File: src/rtl/ALUparams.sv
// ALUparams: opcodes, NaN constant and issue FSM states shared by fpu_issue and fp_alu
package ALUparams;
  localparam logic [2:0] OP_ADD = 3'b000;
  localparam logic [2:0] OP_SUB = 3'b001;
  localparam logic [2:0] OP_MUL = 3'b010;
  localparam logic [2:0] OP_DIV = 3'b011;
  localparam logic [15:0] FP_NAN = 16'h7E00;
  typedef enum logic [1:0] {IDLE, ISSUE, WAIT, RESP} state_t;
  function automatic logic is_legal(input logic [2:0] o);
    return o inside {OP_ADD, OP_SUB, OP_MUL, OP_DIV};
  endfunction
endpackage

File: src/rtl/fpu_issue.sv
// fpu_issue: one-at-a-time half-precision op issuer with ALU wait timeout and held response
module fpu_issue
  import ALUparams::*;
#(
  parameter int TIMEOUT = 64
) (
  input  logic        clk,
  input  logic        rst_n,
  input  logic        req_vld,
  output logic        req_rdy,
  input  logic [2:0]  req_op,
  input  logic [15:0] req_a,
  input  logic [15:0] req_b,
  input  logic [3:0]  req_tag,
  output logic        sop,
  output logic [2:0]  op,
  output logic [15:0] fpA,
  output logic [15:0] fpB,
  input  logic        alu_rdy,
  input  logic [15:0] alu_out,
  input  logic [4:0]  alu_flags,
  output logic        rsp_vld,
  input  logic        rsp_rdy,
  output logic [15:0] rsp_data,
  output logic [4:0]  rsp_flags,
  output logic [3:0]  rsp_tag,
  output logic        rsp_timeout,
  output logic        rsp_illegal
);
  state_t      state_q, state_d;
  logic [2:0]  op_q, op_d;
  logic [15:0] a_q, a_d, b_q, b_d, data_q, data_d;
  logic [3:0]  tag_q, tag_d;
  logic [7:0]  cnt_q, cnt_d;
  logic [4:0]  flags_q, flags_d;
  logic        tmo_q, tmo_d, ill_q, ill_d;
  always_comb begin
    state_d = state_q;
    op_d    = op_q;
    a_d     = a_q;
    b_d     = b_q;
    tag_d   = tag_q;
    cnt_d   = cnt_q;
    data_d  = data_q;
    flags_d = flags_q;
    tmo_d   = tmo_q;
    ill_d   = ill_q;
    case (state_q)
      IDLE: if (req_vld) begin
        op_d    = req_op;
        a_d     = req_a;
        b_d     = req_b;
        tag_d   = req_tag;
        data_d  = FP_NAN;
        flags_d = '0;
        tmo_d   = 1'b0;
        ill_d   = !is_legal(req_op);
        state_d = is_legal(req_op) ? ISSUE : RESP;
      end
      ISSUE: begin
        cnt_d   = '0;
        state_d = WAIT;
      end
      WAIT: begin
        cnt_d = cnt_q + 8'd1;
        if (alu_rdy && cnt_q != 8'd0) begin
          data_d  = alu_out;
          flags_d = alu_flags;
          tmo_d   = 1'b0;
          ill_d   = 1'b0;
          state_d = RESP;
        end else if (cnt_q == 8'(TIMEOUT - 1)) begin
          data_d  = FP_NAN;
          flags_d = '0;
          tmo_d   = 1'b1;
          ill_d   = 1'b0;
          state_d = RESP;
        end
      end
      RESP: state_d = rsp_rdy ? IDLE : RESP;
      default: state_d = IDLE;
    endcase
  end
  always_ff @(posedge clk) begin
    if (!rst_n) begin
      state_q <= IDLE;
      op_q    <= '0;
      a_q     <= '0;
      b_q     <= '0;
      tag_q   <= '0;
      cnt_q   <= '0;
      data_q  <= FP_NAN;
      flags_q <= '0;
      tmo_q   <= 1'b0;
      ill_q   <= 1'b0;
    end else begin
      state_q <= state_d;
      op_q    <= op_d;
      a_q     <= a_d;
      b_q     <= b_d;
      tag_q   <= tag_d;
      cnt_q   <= cnt_d;
      data_q  <= data_d;
      flags_q <= flags_d;
      tmo_q   <= tmo_d;
      ill_q   <= ill_d;
    end
  end
  assign req_rdy     = rst_n && state_q == IDLE;
  assign sop         = state_q == ISSUE;
  assign op          = op_q;
  assign fpA         = a_q;
  assign fpB         = b_q;
  assign rsp_vld     = state_q == RESP;
  assign rsp_data    = data_q;
  assign rsp_flags   = flags_q;
  assign rsp_tag     = tag_q;
  assign rsp_timeout = tmo_q;
  assign rsp_illegal = ill_q;
endmodule
File: config.mk
export PLATFORM = sky130hd
export DESIGN_NAME = fpu_issue
export DESIGN_NICKNAME = d
export VERILOG_FILES = /design/src/rtl/ALUparams.sv /design/src/rtl/fpu_issue.sv
export SDC_FILE = /design/constraint.sdc
export NUM_CORES = 1
export LEC_CHECK = 0
export CAP_MARGIN = 25
export CORE_ASPECT_RATIO = 1.75
export CORE_MARGIN = 4
export CORE_UTILIZATION = 45
export CTS_CLUSTER_SIZE = 16
export DETAILED_ROUTE_END_ITERATION = 8
export MAX_ROUTING_LAYER = met4
export PLACE_DENSITY = 0.91
export SYNTH_ARGS = -nofsm -noshare
export SYNTH_HDL_FRONTEND = slang
export SYNTH_SLANG_ARGS = --single-unit
File: constraint.sdc
create_clock -name clk -period 5.4 [get_ports clk]
set_clock_uncertainty 0.15 [all_clocks]
set_input_delay 1.08 -clock clk [delete_from_list [all_inputs] [get_ports clk]]
set_output_delay 1.08 -clock clk [all_outputs]
set_load 0.005 [all_outputs]
* Yosys cells after proc, flatten, opt, wreduce, memory -nomap -nowiden
Index checks and enable logic that the tools add are counted.
** Storage, ports and cells
- Output and inout bits :: 65
- Bits of input ports :: 65
- Logic and storage cells :: 55
- Register bits :: 72
** Operators by class
- Equality and inequality tests :: 9
- Mux-type cells :: 23
- Reduce and logical (&&, ||, !) cells :: 12
- Add/subtract/negate cells :: 1
** Operators with widths (number)
- $mux W16 :: 3
- $pmux W16 S2 :: 1
- $pmux W8 S2 :: 1
- $mux W5 :: 3
- $mux W2 :: 5
- $pmux W5 S2 :: 1
- $add A8 B1 Y8 const B :: 1
- $eq A8 B6 Y1 const B :: 1
- $pmux W2 S4 :: 1
- $reduce_bool A8 Y1 :: 1
- $eq A3 B2 Y1 const B :: 2
- $mux W1 :: 6
- $eq A2 B2 Y1 const B :: 2
- $pmux W1 S2 :: 2
- $reduce_and A2 Y1 :: 2
- $reduce_bool A2 Y1 :: 2
- $reduce_bool A4 Y1 :: 1
- $eq A3 B1 Y1 const B :: 1
- $logic_not A3 Y1 :: 1
- $ne A3 B3 Y1 const B :: 1
- $reduce_and A3 Y1 :: 1
- $eq A2 B1 Y1 const B :: 1
- $logic_and A1 B1 Y1 :: 2
- $logic_not A2 Y1 :: 1
- 2 further kinds :: 2

* Depth between registers and ports, before layout
- Word-level depth :: 5
- Depth in mapped cells :: 8

* Worst setup path before layout
OpenSTA, ideal clock, no wires.
- Kind :: in2out
- From :: in rst_n
- To :: out req_rdy
- Arrival time :: 1.782 ns
- Path buffers :: 2
- Setup slack :: 2.388 ns
- Data required time :: 4.170 ns
- Stages on the path :: 3
- Cell sequence :: clkbuf_1 -> buf_1 -> and2_1
** On the way
- Cells in the longest elaborated chain, start to end :: 1
** Ends and longest elaborated chain
- start: declaration :: line fpu_issue.sv:8 : input logic rst_n,
- $logic_and A1 B1 Y1 :: line fpu_issue.sv:109 : assign req_rdy = rst_n && state_q == IDLE;
- end: declaration :: line fpu_issue.sv:10 : output logic req_rdy,
No other way between the ends.

* Worst setup path in the final report
Ends and elaborated chain as after synthesis.

==> results list <==
- The flow ran to the end, and the final reports show no timing, DRC or antenna violations.
- Summing the areas of all fa, ha and maj instances in the mapped netlist gives 3.04% of the synthesized area.
* Pre-antenna DRT Iters: 4
* Area fraction in compound gates after synthesis: 21.0%
- Number of hold-slack violations in the final timing report: 0
- STA classifies the critical path endpoint as an output port.
- Share of async-settable or async-resettable flops after synthesis: 0%
- Clock latency on the worst-skew pair, taken at its later pin, is 330 ps.
* Final-layout setup total negative slack: 0 ps
* Initial standard-cell utilization of the core: 46.2%
- The floorplan step set the die width to 68.5 um.
- Combinational share of power: 34.9%
- Number of instances in the synthesized netlist: 316
- Synthesis-to-finish area growth: 52.5%
* Met2 WL post-DR: 4.21 mm
- TritonCTS built the clock tree.
- CP Launch Point: rst_n
- The number of antenna violations at the first check in global routing is 0.
- Critical path class: input pin to output port
- For the pin with the worst max-slew slack, the measured transition is 593 ps.
* Clock slew at the register clock pins of the worst setup and hold paths: 70 ps
- For this design, the CTS-stage hold fixing added 0 buffers.
* Met3 routed WL: 449 um
* Overall overflow remaining after global route: 0
- Counting instances in the post-synthesis netlist gives the leading cell types as sky130_fd_sc_hd__nand2_1, sky130_fd_sc_hd__dfxtp_1, sky130_fd_sc_hd__a21boi_0.
* Final routed wire length divided by cell count: 14.6 um
- Final max-slew violation count: 0
- Sum of routed wire segments on met1: 2.90 mm
* Leak Pwr: 1.69 nW
* Fin crit share: 56.8%
- For this design the top-level I/O count stands at 130.
- The core region is 0.00623 mm2.
- Routability-driven placement finished with a final weighted congestion of 0.790.
* Source of the worst register-to-register timing path: state_q[0]
- Final wirelength: 7.63 mm
* Post-DR vias/cell: 5.11
- Total nets after synthesis: 388
- After Yosys synthesis, XOR and XNOR cells account for 1.83% of the synthesized area.
- Warning count from the yosys run: 0
- For this block, the via count after detailed routing is 2,679.
- Number of synthesized flops with an enable pin: 0
- Flop and latch count out of synthesis: 72
* Tightest hold margin: 312 ps
* Headroom to the max-slew limit: 60.5%
- CTS sink cnt: 72
- Share of Yosys cell area claimed by the top area cell type: 50.1%
* Max layer used: met4
- After synthesis, the largest family of logic cells by area is compound AO/OA/AOI/OAI gates.
* Power per unit of standard cell area: 360 mW/mm2
- Number of post-CTS setup repair buffers: 0
* Y dimension of the die: 114 um
- Post-route DRC violation count: 0
- Wire length of the first global-routing pass: 11.8 mm
- Along the worst path, the maximum fanout reaches 2.
- In this run the deepest clock path goes through 2 buffers.
* Required time at the endpoint of the critical path: 4170 ps
- Sequential cells burn 40.7% of the power.
- Startpoint of the worst hold path: fpB[14]
- Top FF cell, synth: sky130_fd_sc_hd__dfxtp_1
- Entering global routing, the biggest net connects 69 pins.
- After the first detailed-routing iteration, the DRC count stood at 115.
- Cell-internal power: 1.08 mW
* Post-cts resize count: 0
* Count of port buffers added during placement: 129
- Traced cell by cell, the critical path runs through buf_2 -> and2_1 -> clkdlybuf4s50_1.
- Number of global-route vias before repair: 2,578
- Placed wire-length estimate after detailed placement: 5.60 mm
- The largest individual stage delay along the critical path comes from the cell sky130_fd_sc_hd__clkdlybuf4s50_1.
- Hold Path Class: flip-flop to flip-flop
- RSZ-0062 raised after global routing: false
- Clock tree synthesis selected as its root buffer the cell sky130_fd_sc_hd__clkbuf_8.
- The H-tree was split into 3 levels.
* Sw Share: 31.9%
* Worst voltage drop across the vdd grid: 0.000333 V
- Area of the die: 0.00779 mm2
- Fraction of layout instances using a drive strength above 1: 5.86%
- Gr usage total: 20.3%
* Cell variety after synth: 39
* Final layout net count: 511
- Max Clock Freq: 326 MHz
- Per-instance average area after synthesis: 9.11 um2
- Cell with the most instances after synthesis: sky130_fd_sc_hd__nand2_1
- In the synthesized netlist, mux cells make up 0.348% of the area.
- Summing the sequential cell areas from Yosys gives 50.1% of the chip area.
- TritonCTS Buffers: 9
- The synthesized netlist devotes 17.4% of its cell area to simple gates.
- Setup violations remaining at the end of the flow were counted as 0.
- The tool flagged a number of max-cap violations equal to 0.
* DRT antenna net count: 0
- Measured on the finished design, the core utilization comes to 70.5%.
- The worst setup path is launched from an input pin.
- Post-synthesis instance area: 0.00288 mm2
- Dominant cells by area after synthesis: sky130_fd_sc_hd__dfxtp_1, sky130_fd_sc_hd__nand2_1, sky130_fd_sc_hd__a21boi_0, sky130_fd_sc_hd__a32o_1, sky130_fd_sc_hd__ha_1
- Area leader, netlist: sky130_fd_sc_hd__dfxtp_1
- Antenna diode instance count: 0
- Time the worst path needs with I/O delays and setup: 3070 ps
* Delay contributed by the slowest stage of the critical path: 510 ps
- In this run the core area contains 38 standard-cell rows.
* Net switching power: 0.503 mW
* Clock share of power: 24.4%
- Critical path data arrival time: 1840 ps
==> final timing paths <==
path	end	slack, ps	cells past startpoint
worst min-delay path	fpB[14]	310	2
worst max register to register	rsp_flags[2]	3100	7
worst min register to register	fpB[14]	310	2
worst max-delay path	req_rdy	2330	3
==> state kept, by name (all words and copies together), names as in the netlist <==
signal / count
op: 3
state_q: 2
rsp_flags: 5
rsp_illegal: 1
rsp_data: 16
fpA: 16
fpB: 16
rsp_timeout: 1
rsp_tag: 4
cnt_q: 8
==> placed cells by master (no fill, tap or decap), drive strengths merged, types with 5 or more instances in the layout <==
cell type / count
clkdlybuf4s50: 128
nand2: 83
dfxtp: 72
a21boi: 39
inv: 19
a32o: 15
clkbuf: 13
nor2: 10
nand3: 7
ha: 7
a32oi: 6
buf: 5
==> routing by layer <==
metal  up-vias  GRT usage [%]
met2        84           37.1
li1       1320              -
met5         -              -
met1      1269           21.0
met4         0           6.37
met3         6           3.35
==> cell type report <==
class	instances	area [um2]
clock buffer	13	169
timing repair buffer	133	1340
inverter	19	71.3
fill	496	1840
clock inverter	3	15.0
sequential	72	1440
multi-input combinational	204	1260
tap	80	100
==> through the flow <==
stage | instance area (um2) | total power, mW | std cells | setup WS [ps]
5_1_grt | 4390 | 1.68 | 524 | 2300
3_3_place_gp | 4180 | 1.17 | 507 | 2300
2_1_floorplan | 2880 | 0.960 | 316 | 2390
4_1_cts | 4390 | 1.59 | 524 | 2350
6_report | 4390 | 1.58 | 524 | 2330
3_5_place_dp | 4210 | 1.21 | 508 | 2240
==> cells by family after synthesis <==
group	count (synthesis)
buffers and inverters	40
AND/OR/NAND/NOR	116
XOR/XNOR	6
multiplexers	1
AO/OA/AOI/OAI	74
adder cells (fa/ha/maj)	7
flip-flops	72
==> critical path: cells and delay by family <==
family,cells,cell delay (ps)
buffers and inverters,2,600
and+or+nand+nor,1,150
==> power by group through the flow <==
stage	Clock [mW]	Combinational [mW]	Sequential, mW
floorplan	0	0.304	0.656
global placement	0	0.522	0.651
detailed placement	0	0.552	0.655
CTS	0.395	0.555	0.643
global route	0.417	0.607	0.651
finish	0.385	0.551	0.643
(Power assumes the default switching activity.)
